<file path="src/rtl/audio_frame_packer.sv">
// Packs 32-bit {L,R} FIFO words into byte packets for the UART:
// HDR0, HDR1, seq, 4*SAMPLES_PER_FRAME payload bytes MSB-first, then an 8-bit sum of seq+payload.
module audio_frame_packer #(
  parameter int         SAMPLES_PER_FRAME = 64,
  parameter logic [7:0] HDR0              = 8'hA5,
  parameter logic [7:0] HDR1              = 8'h5A
) (
  input  logic        sys_clk,
  input  logic        sys_rst_n,
  input  logic        enable,
  input  logic        fifo_empty,
  output logic        fifo_rd_en,
  input  logic [31:0] fifo_q,
  output logic [7:0]  tx_data,
  output logic        tx_valid,
  input  logic        tx_ready,
  output logic        busy,
  output logic [15:0] frame_cnt
);

  localparam int WCW = $clog2(SAMPLES_PER_FRAME + 1);
  localparam logic [WCW-1:0] LAST_WORD = WCW'(SAMPLES_PER_FRAME - 1);

  typedef enum logic [2:0] {
    ST_IDLE, ST_HDR0, ST_HDR1, ST_SEQ, ST_FETCH, ST_WAITQ, ST_DATA, ST_CSUM
  } state_t;

  state_t         state, state_nx;
  logic [7:0]     seq;
  logic [7:0]     csum;
  logic [31:0]    shreg;
  logic [1:0]     byte_idx;
  logic [WCW-1:0] word_cnt;

  // Byte stream handshake: a byte moves on a cycle where tx_valid && tx_ready.
  // tx_valid and tx_data are decoded from registered state only, so they hold
  // steady through stalls and never depend combinationally on tx_ready.
  always_comb begin
    state_nx   = state;
    tx_valid   = 1'b0;
    tx_data    = 8'h00;
    fifo_rd_en = 1'b0;
    case (state)
      ST_IDLE:  if (enable && !fifo_empty) state_nx = ST_HDR0;
      ST_HDR0: begin
        tx_valid = 1'b1;
        tx_data  = HDR0;
        if (tx_ready) state_nx = ST_HDR1;
      end
      ST_HDR1: begin
        tx_valid = 1'b1;
        tx_data  = HDR1;
        if (tx_ready) state_nx = ST_SEQ;
      end
      ST_SEQ: begin
        tx_valid = 1'b1;
        tx_data  = seq;
        if (tx_ready) state_nx = ST_FETCH;
      end
      ST_FETCH: begin
        if (!fifo_empty) begin
          fifo_rd_en = 1'b1;
          state_nx   = ST_WAITQ;
        end
      end
      ST_WAITQ: state_nx = ST_DATA;
      ST_DATA: begin
        tx_valid = 1'b1;
        tx_data  = shreg[31:24];
        if (tx_ready && byte_idx == 2'd3)
          state_nx = (word_cnt == LAST_WORD) ? ST_CSUM : ST_FETCH;
      end
      ST_CSUM: begin
        tx_valid = 1'b1;
        tx_data  = csum;
        if (tx_ready) state_nx = ST_IDLE;
      end
      default: state_nx = ST_IDLE;
    endcase
  end

  always_ff @(posedge sys_clk or negedge sys_rst_n) begin
    if (!sys_rst_n) begin
      state     <= ST_IDLE;
      seq       <= 8'h00;
      csum      <= 8'h00;
      shreg     <= 32'h0;
      byte_idx  <= 2'd0;
      word_cnt  <= '0;
      frame_cnt <= 16'h0;
    end else begin
      state <= state_nx;
      case (state)
        ST_SEQ: if (tx_ready) csum <= seq;
        ST_WAITQ: begin
          shreg    <= fifo_q;
          byte_idx <= 2'd0;
        end
        ST_DATA: begin
          if (tx_ready) begin
            csum     <= csum + shreg[31:24];
            shreg    <= {shreg[23:0], 8'h00};
            byte_idx <= byte_idx + 2'd1;
            if (byte_idx == 2'd3) word_cnt <= word_cnt + 1'b1;
          end
        end
        ST_CSUM: begin
          if (tx_ready) begin
            seq       <= seq + 8'd1;
            frame_cnt <= frame_cnt + 16'd1;
            word_cnt  <= '0;
          end
        end
        default: ;
      endcase
    end
  end

  assign busy = (state != ST_IDLE);

endmodule

</file>
<file path="config.mk">
export PLATFORM = sky130hd
export DESIGN_NAME = audio_frame_packer
export DESIGN_NICKNAME = d
export VERILOG_FILES = /design/src/rtl/audio_frame_packer.sv
export SDC_FILE = /design/constraint.sdc
export NUM_CORES = 1
export LEC_CHECK = 0
export CORE_ASPECT_RATIO = 1.75
export CORE_MARGIN = 3
export CORE_UTILIZATION = 48
export DETAILED_ROUTE_END_ITERATION = 10
export PLACE_DENSITY = 0.85
export SLEW_MARGIN = 20
export SYNTH_ARGS = -nofsm -noshare
export SYNTH_HDL_FRONTEND = slang
export SYNTH_SLANG_ARGS = --single-unit
</file>
<file path="constraint.sdc">
create_clock -name sys_clk -period 2.1 [get_ports sys_clk]
set_clock_uncertainty 0.15 [all_clocks]
set_input_delay 0.525 -clock sys_clk [delete_from_list [all_inputs] [get_ports sys_clk]]
set_output_delay 0.525 -clock sys_clk [all_outputs]
set_load 0.01 [all_outputs]
</file>
==> impl_metrics.json <==
{
  "clkSinkCount": 76,
  "cp_top_family": "flip-flops",
  "cts-htree-levels": 3,
  "timing.hold.ws_ns": -0.00476,
  "timing.rr.end": "csum[6]",
  "reg2reg_depth": 6,
  "rows": 43,
  "syn_inst": 391,
  "fin_ws_ns": -0.00943,
  "via_per_inst": 5.64,
  "nets": 537,
  "drive_above_1_share": 0.197,
  "path_cells": "buf_12, mux2i_2, o22ai_1, buf_2",
  "fin_tns_setup_ns": -0.00943,
  "dpl_worst_slack_ns": -0.450,
  "synth_top_area_cell": "dfrtp_1",
  "cap_violations": 0,
  "postPlaceCellArea_um2": 4900,
  "critPathArrivalTime_ns": 1.43,
  "place_congestion": 1.01,
  "ff2ff_setup_slack_ns": 0.08,
  "p_leak_nw": 2.53,
  "syn-num-nets": 440,
  "stdcell_area_um2": 5270,
  "portBuffers": 63,
  "synth_top_area_share": 0.482,
  "setup_viol": 1,
  "synth_area_um2": 3950,
  "synthDistinctLibCells": 46,
  "worstPathBufferInverterCount": 2,
  "cp_slowest_cell": "dfrtp_2",
  "grt-ovfl-total": 0,
  "grt_max_degree": 37,
  "r2r_start": "csum[2]",
  "powerDensity_nw_per_um2": 1350,
  "ctsRootBufferMaster": "clkbuf_16",
  "status": "finished, violations left",
  "ant_nets": 0,
  "period_minus_slack_ns": 2.11,
  "die_w_um": 74.6,
  "drt_wl_total_um": 9570,
  "violations": "negative hold slack, negative setup slack",
  "core-area_um2": 7960,
  "post-route-drc-count": 0,
  "relSlewSlack": 0.549,
  "synth.area.top_cells": "dfrtp_1, mux2i_1, o21ai_0",
  "drt_iter0_markers": 184,
  "ir_drop_mv": 0.797,
  "dr.pass1.iters": 4,
  "rsz0062_at_grt": "true",
  "pin_count": 64,
  "cts_tree": "yes",
  "hold_viol": 3,
  "antenna_cells": 0,
  "wl_per_cell_um": 16.4,
  "grt_pass1_wl_um": 15500,
  "clk_pin_slew_ns": 0.06,
  "hpwl_um": 6710,
  "async_flop_share": 1.00,
  "clock.fmax_mhz": 474,
  "required_ns": 1.42,
  "synth_edf_count": 0,
  "ys_warn_count": 0,
  "min_period_over_period": 1.00,
  "syn_avg_cell_area_um2": 10.1,
  "initial_core_util": 0.496,
  "synthFlopType": "dfrtp_1",
  "slowest_delay_ns": 0.44,
  "maxSlewViolCount": 0,
  "vias": 3287,
  "grt_pass1_vias": 3365,
  "antenna_found_initial": 0,
  "die_area_um2": 9390,
  "cts_buffer_depth": 2,
  "area_growth_pct": 33.3,
  "worstPathMaxFanout": 11,
  "clock_latency_ns": 0.33,
  "worstSetupPathType": "register to primary output",
  "yosysMostFrequentCell": "dfrtp_1",
  "die_height_um": 126,
  "end_kind": "primary output",
  "numCtsBuffers": 9,
  "hp-class": "primary input to async pin",
  "start_kind": "register",
  "tightest_slew_ns": 0.675,
  "ys_top_cells_by_count": "dfrtp_1, nand2_1, o21ai_0",
  "ys_ff_latch": 76,
  "gr-usage-all-layers": 0.214,
  "yosysSeqAreaShare": 0.482
}
-- registers in the layout (all words and copies together), names as in the netlist --
signal,count
word_cnt,7
state,3
csum,8
seq,8
shreg,32
byte_idx,2
frame_cnt,16
-- layout make-up --
cell class,instances,area [µm²]
clock buffer,11,243
inverter,6,23.8
clock inverter,5,27.5
tap,90,113
timing repair buffer,106,962
multi-input combinational,289,1990
sequential,76,1900
fill,601,2700
-- routing by layer --
layer,vias up,global-route usage,wire (µm)
met3,30,0.0431,364
met5,-,0,0
met1,1583,0.250,3740
met4,0,0.117,410
li1,1586,-,-
met2,88,0.357,5060
-- placed cells by master, fill, tap and decap left out, types with 4 or more instances in the layout --
cell,netlist,routed
nand4_1,7,7
nand3_1,10,10
clkinv_2,0,5
xor2_1,11,11
o22ai_1,8,8
a22o_1,9,9
o21ai_0,39,31
mux2i_1,34,31
o21ai_1,3,8
ha_1,11,10
dfrtp_1,76,74
nand2_1,46,46
buf_2,7,9
clkdlybuf4s50_1,0,51
and3_1,4,4
a21oi_1,19,18
inv_1,5,5
buf_4,6,38
nor2_1,23,23
clkbuf_16,0,10
xnor2_1,20,20
-- per-stage QoR --
step / util / power [mW] / std cells
after floorplan: - / 4.32 / 391
after global placement: 0.616 / 5.31 / 561
after detailed placement: 0.616 / 5.47 / 561
after CTS: 0.649 / 6.91 / 579
after global routing: 0.661 / 7.58 / 583
final: 0.661 / 7.10 / 583
-- power breakdown --
part	switching (mW)	leakage [nW]	internal (mW)
Sequential	0.398	0.983	1.95
Combinational	1.77	1.41	1.59
Clock	0.566	0.135	0.823
Total	2.73	2.53	4.36
-- worst max-delay path by stage --
stage / endpoint / slack (ns) / startpoint / cells past startpoint
2_1_floorplan: tx_data[0] / 0.11 / state[0] / 5
3_3_place_gp: shreg[28] / -0.39 / tx_ready / 5
3_5_place_dp: shreg[30] / -0.45 / tx_ready / 5
4_1_cts: tx_data[7] / -0.15 / state[0] / 4
5_1_grt: tx_data[2] / -0.06 / state[0] / 4
6_report: tx_data[7] / -0.009 / state[0] / 4
-- cell families after synthesis --
kind of cell | Yosys count | share of synthesized area
flops | 76 | 0.482
buf+inv | 27 | 0.0336
mux | 37 | 0.0947
compound gates | 94 | 0.141
simple gates | 114 | 0.140
fa+ha+maj | 12 | 0.0399
xor+xnor | 31 | 0.0688
-- what timing repair did --
item,CTS,global route
endpoints found under the hold margin,0,0
gates cloned,1,1
setup endpoints to repair,45,20
hold buffers,0,0
resized for setup,46,26
pin swaps,2,3
setup buffers,1,3
Note: power is estimated with default switching activity, not from simulation.
